--- src/rtl/uart_pkg.sv ---
// Shared UART definitions: transmit FSM states, ASCII constants, frame width
// and the per-message character count.
// Build option: UART_HEX_TX_CRLF_EN selects a CR+LF terminator (6 chars) over LF only (5 chars).
package uart_pkg;

  typedef enum logic [1:0] {
    IDLE  = 2'd0,
    START = 2'd1,
    DATA  = 2'd2,
    STOP  = 2'd3
  } uart_state_e;

  localparam logic [7:0] ASCII_LF   = 8'h0A;
  localparam logic [7:0] ASCII_CR   = 8'h0D;
  localparam logic [7:0] ASCII_0    = 8'h30;
  localparam logic [7:0] ASCII_A_LC = 8'h61;

  localparam int UART_DATA_BITS = 8;

  // Four hex digits plus the line terminator.
`ifdef UART_HEX_TX_CRLF_EN
  localparam int MSG_LEN = 6;
`else
  localparam int MSG_LEN = 5;
`endif

endpackage

--- src/rtl/uart_hex_tx_if.sv ---
// Request/serial bundle for the hex-printing UART transmitter.
// Signals: tx_vld/tx_word (request), tx_rdy (accept), tx_done (end pulse), tx (serial line).
// slave = transmitter side, master = requester / line observer side.
interface uart_hex_tx_if;
  logic        tx_vld;
  logic [15:0] tx_word;
  logic        tx_rdy;
  logic        tx_done;
  logic        tx;

  modport slave (
    input  tx_vld,
    input  tx_word,
    output tx_rdy,
    output tx_done,
    output tx
  );

  modport master (
    output tx_vld,
    output tx_word,
    input  tx_rdy,
    input  tx_done,
    input  tx
  );
endinterface

--- src/rtl/nibble_to_ascii.sv ---
// Purpose: map a 4-bit nibble to its lowercase ASCII hex digit (inverse of the receive-side decode).
// Latency: purely combinational.
// Backpressure: none.
// Ports: nib_i (4-bit nibble), ascii_o (8-bit character).
module nibble_to_ascii
  import uart_pkg::*;
(
  input  logic [3:0] nib_i,
  output logic [7:0] ascii_o
);

  always_comb begin
    ascii_o = ASCII_0 + {4'd0, nib_i};
    if (nib_i > 4'd9) begin
      ascii_o = ASCII_A_LC + {4'd0, nib_i} - 8'd10;
    end
  end

endmodule

--- src/rtl/uart_hex_tx.sv ---
// Purpose: print a 16-bit word on a UART line as four lowercase hex digits plus a line terminator.
// Latency: start bit of the first character on tx the cycle after acceptance; tx_done one cycle after the last stop bit.
// Backpressure: tx_rdy is high only in IDLE; requests while busy are ignored.
// Ports: clk, rst (async active-low), bus (slave: tx_vld, tx_word, tx_rdy, tx_done, tx).
// Build option: UART_HEX_TX_CRLF_EN appends CR before LF.
module uart_hex_tx
  import uart_pkg::*;
#(
  parameter int CLKS_PER_BIT = 868
) (
  input  logic          clk,
  input  logic          rst,
  uart_hex_tx_if.slave  bus
);

  localparam logic [15:0] BIT_LAST  = 16'(CLKS_PER_BIT - 1);
  localparam logic [2:0]  DBIT_LAST = 3'(UART_DATA_BITS - 1);
  localparam logic [2:0]  CHAR_LAST = 3'(MSG_LEN - 1);

  uart_state_e state_q, state_d;
  logic [15:0] timer_q, timer_d;
  logic [2:0]  bit_idx_q, bit_idx_d;
  logic [2:0]  char_idx_q, char_idx_d;
  logic [15:0] word_q, word_d;
  logic [7:0]  shift_q, shift_d;
  logic        tx_q, tx_d;
  logic        done_q, done_d;

  logic        bit_end;
  logic [2:0]  load_idx;
  logic [15:0] load_word;
  logic [3:0]  load_nib;
  logic [7:0]  hex_char;
  logic [7:0]  load_char;

  assign bit_end = (timer_q == BIT_LAST);

  // Character to be loaded next: char 0 comes straight from the request word
  // so the start bit can go out the cycle after acceptance.
  always_comb begin
    load_idx  = 3'd0;
    load_word = word_q;
    if (state_q == IDLE) begin
      load_word = bus.tx_word;
    end else begin
      load_idx = char_idx_q + 3'd1;
    end
  end

  always_comb begin
    load_nib = 4'd0;
    case (load_idx)
      3'd0:    load_nib = load_word[15:12];
      3'd1:    load_nib = load_word[11:8];
      3'd2:    load_nib = load_word[7:4];
      3'd3:    load_nib = load_word[3:0];
      default: load_nib = 4'd0;
    endcase
  end

  nibble_to_ascii u_n2a (
    .nib_i   (load_nib),
    .ascii_o (hex_char)
  );

  always_comb begin
    load_char = ASCII_LF;
    if (load_idx < 3'd4) begin
      load_char = hex_char;
    end
`ifdef UART_HEX_TX_CRLF_EN
    else if (load_idx == 3'd4) begin
      load_char = ASCII_CR;
    end
`endif
  end

  always_comb begin
    state_d    = state_q;
    timer_d    = timer_q;
    bit_idx_d  = bit_idx_q;
    char_idx_d = char_idx_q;
    word_d     = word_q;
    shift_d    = shift_q;
    tx_d       = tx_q;
    done_d     = 1'b0;

    case (state_q)
      IDLE: begin
        tx_d = 1'b1;
        if (bus.tx_vld) begin
          word_d     = bus.tx_word;
          shift_d    = load_char;
          timer_d    = '0;
          bit_idx_d  = '0;
          char_idx_d = '0;
          tx_d       = 1'b0;
          state_d    = START;
        end
      end
      START: begin
        timer_d = timer_q + 16'd1;
        if (bit_end) begin
          timer_d = '0;
          tx_d    = shift_q[0];
          state_d = DATA;
        end
      end
      DATA: begin
        timer_d = timer_q + 16'd1;
        if (bit_end) begin
          timer_d = '0;
          if (bit_idx_q == DBIT_LAST) begin
            bit_idx_d = '0;
            tx_d      = 1'b1;
            state_d   = STOP;
          end else begin
            bit_idx_d = bit_idx_q + 3'd1;
            shift_d   = {1'b0, shift_q[7:1]};
            tx_d      = shift_q[1];
          end
        end
      end
      STOP: begin
        timer_d = timer_q + 16'd1;
        if (bit_end) begin
          timer_d = '0;
          if (char_idx_q == CHAR_LAST) begin
            // Pulse lands in the first IDLE cycle, together with tx_rdy.
            done_d  = 1'b1;
            tx_d    = 1'b1;
            state_d = IDLE;
          end else begin
            char_idx_d = char_idx_q + 3'd1;
            shift_d    = load_char;
            tx_d       = 1'b0;
            state_d    = START;
          end
        end
      end
      default: state_d = IDLE;
    endcase
  end

  always_ff @(posedge clk or negedge rst) begin
    if (!rst) begin
      state_q    <= IDLE;
      timer_q    <= '0;
      bit_idx_q  <= '0;
      char_idx_q <= '0;
      word_q     <= '0;
      shift_q    <= '0;
      tx_q       <= 1'b1;
      done_q     <= 1'b0;
    end else begin
      state_q    <= state_d;
      timer_q    <= timer_d;
      bit_idx_q  <= bit_idx_d;
      char_idx_q <= char_idx_d;
      word_q     <= word_d;
      shift_q    <= shift_d;
      tx_q       <= tx_d;
      done_q     <= done_d;
    end
  end

  assign bus.tx      = tx_q;
  assign bus.tx_done = done_q;
  assign bus.tx_rdy  = (state_q == IDLE);

endmodule

--- src/flat_wrapper.sv ---
// flat-port wrapper written by rule: the top's interface ports become plain ports
module uart_hex_tx_flat import uart_pkg::*;
#(
  parameter int CLKS_PER_BIT = 868
)
  (clk, rst, bus_tx_vld, bus_tx_word, bus_tx_rdy, bus_tx_done, bus_tx);
  uart_hex_tx_if bus_i ();
  input  logic clk;
  input  logic rst;
  input wire logic [$bits(bus_i.tx_vld)-1:0] bus_tx_vld;
  input wire logic [$bits(bus_i.tx_word)-1:0] bus_tx_word;
  output wire logic [$bits(bus_i.tx_rdy)-1:0] bus_tx_rdy;
  output wire logic [$bits(bus_i.tx_done)-1:0] bus_tx_done;
  output wire logic [$bits(bus_i.tx)-1:0] bus_tx;
  assign bus_i.tx_vld = bus_tx_vld;
  assign bus_i.tx_word = bus_tx_word;
  assign bus_tx_rdy = bus_i.tx_rdy;
  assign bus_tx_done = bus_i.tx_done;
  assign bus_tx = bus_i.tx;
  uart_hex_tx #(.CLKS_PER_BIT(CLKS_PER_BIT)) u_core (.clk(clk), .rst(rst), .bus(bus_i));
endmodule
--- config.mk ---
export PLATFORM = sky130hd
export DESIGN_NAME = uart_hex_tx_flat
export DESIGN_NICKNAME = d
export VERILOG_FILES = /design/src/rtl/uart_pkg.sv /design/src/rtl/uart_hex_tx_if.sv /design/src/rtl/nibble_to_ascii.sv /design/src/rtl/uart_hex_tx.sv /design/src/flat_wrapper.sv
export SDC_FILE = /design/constraint.sdc
export NUM_CORES = 1
export LEC_CHECK = 0
export BUFFER_PORTS_ARGS = -buffer_cell sky130_fd_sc_hd__buf_2
export CORE_UTILIZATION = 45
export CTS_BUF_LIST = sky130_fd_sc_hd__clkbuf_16
export CTS_CLUSTER_DIAMETER = 200
export CTS_CLUSTER_SIZE = 16
export DETAILED_ROUTE_END_ITERATION = 6
export PLACE_DENSITY_LB_ADDON = 0.08
export SYNTH_ARGS = -nofsm -noshare
export SYNTH_HDL_FRONTEND = slang
export SYNTH_SLANG_ARGS = --single-unit
--- constraint.sdc ---
create_clock -name clk -period 3.8 [get_ports clk]
set_clock_uncertainty 0.05 [all_clocks]
set_input_delay 0.19 -clock clk [delete_from_list [all_inputs] [get_ports clk]]
set_output_delay 0.19 -clock clk [all_outputs]
set_load 0.01 [all_outputs]
==> results.rst <==
.. list-table::
   :header-rows: 1

   * - Metric
     - Value
   * - Share of cells above drive strength 1
     - 22.6%
   * - Hold violation count in the final report
     - 0
   * - Resized Gates After CTS
     - 0
   * - Period utilisation layout
     - 82.7%
   * - Final Wtd Congestion
     - 0.771
   * - Global-route wire length before repair
     - 9670 µm
   * - Clock root cell
     - clkbuf_16
   * - Slew at the pin closest to its max-slew limit
     - 0.593 ns
   * - Netlist Area Pre-Place
     - 2770 µm²
   * - Clock-pin slew on the worst setup and hold paths
     - 0.07 ns
   * - Worst hold margin
     - 0.0779 ns
   * - Via-to-Cell Ratio
     - 5.65
   * - Setup Buffers After CTS
     - 0
   * - Register area
     - 1230 µm²
   * - Critical-path cell with the highest stage delay
     - or4_1
   * - Total wirelength of the detailed-routed design
     - 5620 µm
   * - Cell variety after synth
     - 51
   * - Pin count of the biggest net entering global routing
     - 41
   * - Count leader, synth
     - dfrtp_1
   * - Synth top area share
     - 43.3%
   * - Async set-reset flop share out of synthesis
     - 100%
   * - Number of routed nets with antenna violations
     - 0
   * - I/O pin cnt
     - 22
   * - Non-filler instance count after layout
     - 372
   * - Port buffer count
     - 21
   * - Post-route minimum period
     - 3.14 ns
   * - Die footprint
     - 6480 µm²
   * - Hold Path Cell Cnt
     - 2
   * - Number of buffers added by the clock tree synthesis step
     - 5
   * - Clock sink total
     - 49
   * - Area of the multi-input gates
     - 1460 µm²
   * - Vias
     - 2100
   * - Number of antenna violations at the first check in global routing
     - 0
   * - Worst-skew pair later-pin latency
     - 0.29 ns
   * - RSZ-0062 raised after global routing
     - false
   * - Gate Count Post-Synth
     - 272
   * - Mean post-synth cell area
     - 10.2 µm²
   * - Primary FF master, synth
     - dfrtp_1
   * - Category of the worst setup path launch point
     - flip-flop
   * - Number of search-and-repair iterations in the first detailed-routing pass
     - 4
   * - Dominant cells by area after synthesis
     - dfrtp_1, mux2_2, ha_1
   * - Max-slew violation count
     - 0
   * - Layout Nets
     - 327
   * - Ordered list of cells on the worst path
     - inv_1, ha_1, clkinv_1, a31oi_1, inv_1, ha_1, nor2_1, o21ai_1, or4_1, nand3_1
   * - Gr usage total
     - 19.3%
   * - Maximum number of buffers from clock root to sink
     - 2
   * - # H-tree levels
     - 2
   * - Static Leak
     - 1.38 nW
   * - # rows
     - 28
   * - Starting density of the core
     - 46.9%
   * - Setup Total Neg Slack
     - 0 ns
   * - Estimated wirelength of the detail-placed design
     - 3950 µm
   * - Highest net fanout along the worst path
     - 13
   * - Most frequent cells after synthesis
     - dfrtp_1, nand2_1, mux2_2
   * - Final Setup Violations
     - 0
   * - Via count of the first global-routing pass
     - 1961
   * - CTS tree
     - built
   * - Max incr delay on CP
     - 0.56 ns
   * - Type of destination of the critical path
     - flip-flop
   * - Worst hold-check path type
     - input port to flip-flop
   * - Worst EP arrival
     - 3.32 ns
   * - Die outline width
     - 80.5 µm
   * - Die Y
     - 80.5 µm
   * - Req. time, crit path
     - 3.98 ns
   * - Post-synthesis cell type with the largest combined area
     - dfrtp_1
   * - Number of diodes added for antenna fixing
     - 0
   * - Share of synthesized area occupied by flip-flops and latches
     - 44.2%
   * - Worst Reg2Reg Path Length in Cells
     - 10
   * - Number of filler cells placed in the layout
     - 536
   * - Synth Net Count
     - 303
   * - DRC marker count from the first detailed-route iteration
     - 119
   * - Cells after DPL
     - 363
   * - Maximum vdd drop
     - 0.352 mV
   * - Average detailed-routed wire length per instance
     - 15.1 µm
   * - Fmax
     - 318 MHz
   * - Area grow syn2layout
     - 14.0%
   * - Critical Setup Path Class
     - flip-flop to flip-flop
   * - Flops & latches, synth
     - 49
   * - Overflow left after global routing
     - 0
   * - Slew Limit Headroom
     - 60.5%
   * - Core ar.
     - 5920 µm²
   * - Number of warnings reported in the yosys synthesis log
     - 0
   * - Max-capacitance violation count
     - 0
   * - Outcome
     - finished, final reports clean
   * - Remaining routing DRC violations
     - 0
   * - Number of enable-type register cells in the synthesized netlist
     - 0
   * - Total power per unit cell area
     - 828 nW/µm²
-- path summary, 6_finish.rpt --
check	start	end	slack, ns
worst min register to register	u_core.bus.tx$_DFFE_PN1P_	u_core.bus.tx$_DFFE_PN1P_	0.43
worst max register to register	u_core.state_q[0]$_DFFE_PN0P_	u_core.shift_q[0]$_DFFE_PN0P_	0.66
max in group asynchronous	rst	u_core.timer_q[0]$_DFFE_PN0N_	2.69
worst min-delay path	bus_tx_word[0]	u_core.word_q[0]$_DFFE_PN0P_	0.08
worst max-delay path	u_core.state_q[0]$_DFFE_PN0P_	u_core.shift_q[0]$_DFFE_PN0P_	0.66
min in group asynchronous	rst	u_core.timer_q[13]$_DFFE_PN0N_	0.24
-- per-stage QoR --
step	util (%)	cell area (µm²)	total power [mW]	worst slack, ns
final	53.4	3160	2.62	0.658
after global routing	53.4	3160	2.84	0.401
after detailed placement	50.3	2980	2.11	0.690
after global placement	50.3	2980	2.09	0.859
after floorplan	-	2770	1.81	0.907
after CTS	53.4	3160	2.64	0.657
-- layout make-up --
type / instances / area share (%)
sequential: 49 / 38.8
tap: 75 / 2.97
clock buffer: 5 / 3.96
timing repair buffer: 29 / 5.30
multi-input combinational: 200 / 46.2
inverter: 11 / 1.31
clock inverter: 3 / 1.46
-- kinds of logic after synthesis --
kind of cell | after synthesis | share of synthesized area [%]
and+or+nand+nor | 96 | 18.0
buffers and inverters | 23 | 3.11
muxes | 30 | 13.5
DFF | 49 | 44.2
xor gates and xnor gates | 3 | 0.947
adders and majority gates | 12 | 5.41
AOI/OAI and AO/OA | 59 | 14.7
-- timing repair --
action                     CTS  global route
setup endpoints to repair    0             0
hold endpoints to repair     9             0
hold buffers                 1             0
-- worst max-delay path: cells and delay by family, from the launching register on --
family	cells	cell delay, ns
AO/OA/AOI/OAI	2	0.59
buffers and inverters	3	0.56
flip-flops	1	0.46
adder cells (fa/ha/maj)	2	0.66
AND/OR/NAND/NOR	3	0.76
-- routing by layer --
layer | track usage [%] | wire length (µm)
met5 | 0 | 0
met4 | 5.36 | 58
met3 | 2.73 | 140
met2 | 27.6 | 2400
met1 | 29.7 | 3030
-- power by group --
| part | total, mW | internal, mW | switching, mW |
|---|---|---|---|
| sequential | 0.845 | 0.712 | 0.133 |
| clock | 0.519 | 0.312 | 0.207 |
| combinational | 1.25 | 0.601 | 0.653 |
-- sequential cells by signal, summed over array words and instances, names as in the netlist --
name	count
u_core.bit_idx_q	3
u_core.char_idx_q	3
u_core.bus.tx	1
u_core.timer_q	16
u_core.bus.tx_done	1
u_core.shift_q	7
u_core.state_q	2
u_core.word_q	16
-- placed cells by master, fill, tap and decap left out, types with 7 or more instances in the layout --
master	count
dfrtp_1	48
nand2_1	29
buf_2	21
mux2_2	20
o21ai_0	16
nor2_1	15
ha_1	12
nor3_1	11
inv_1	10
and2_1	8
nand3_1	8
a21oi_1	8
buf_4	7
Power figures use the tool's default switching activity.
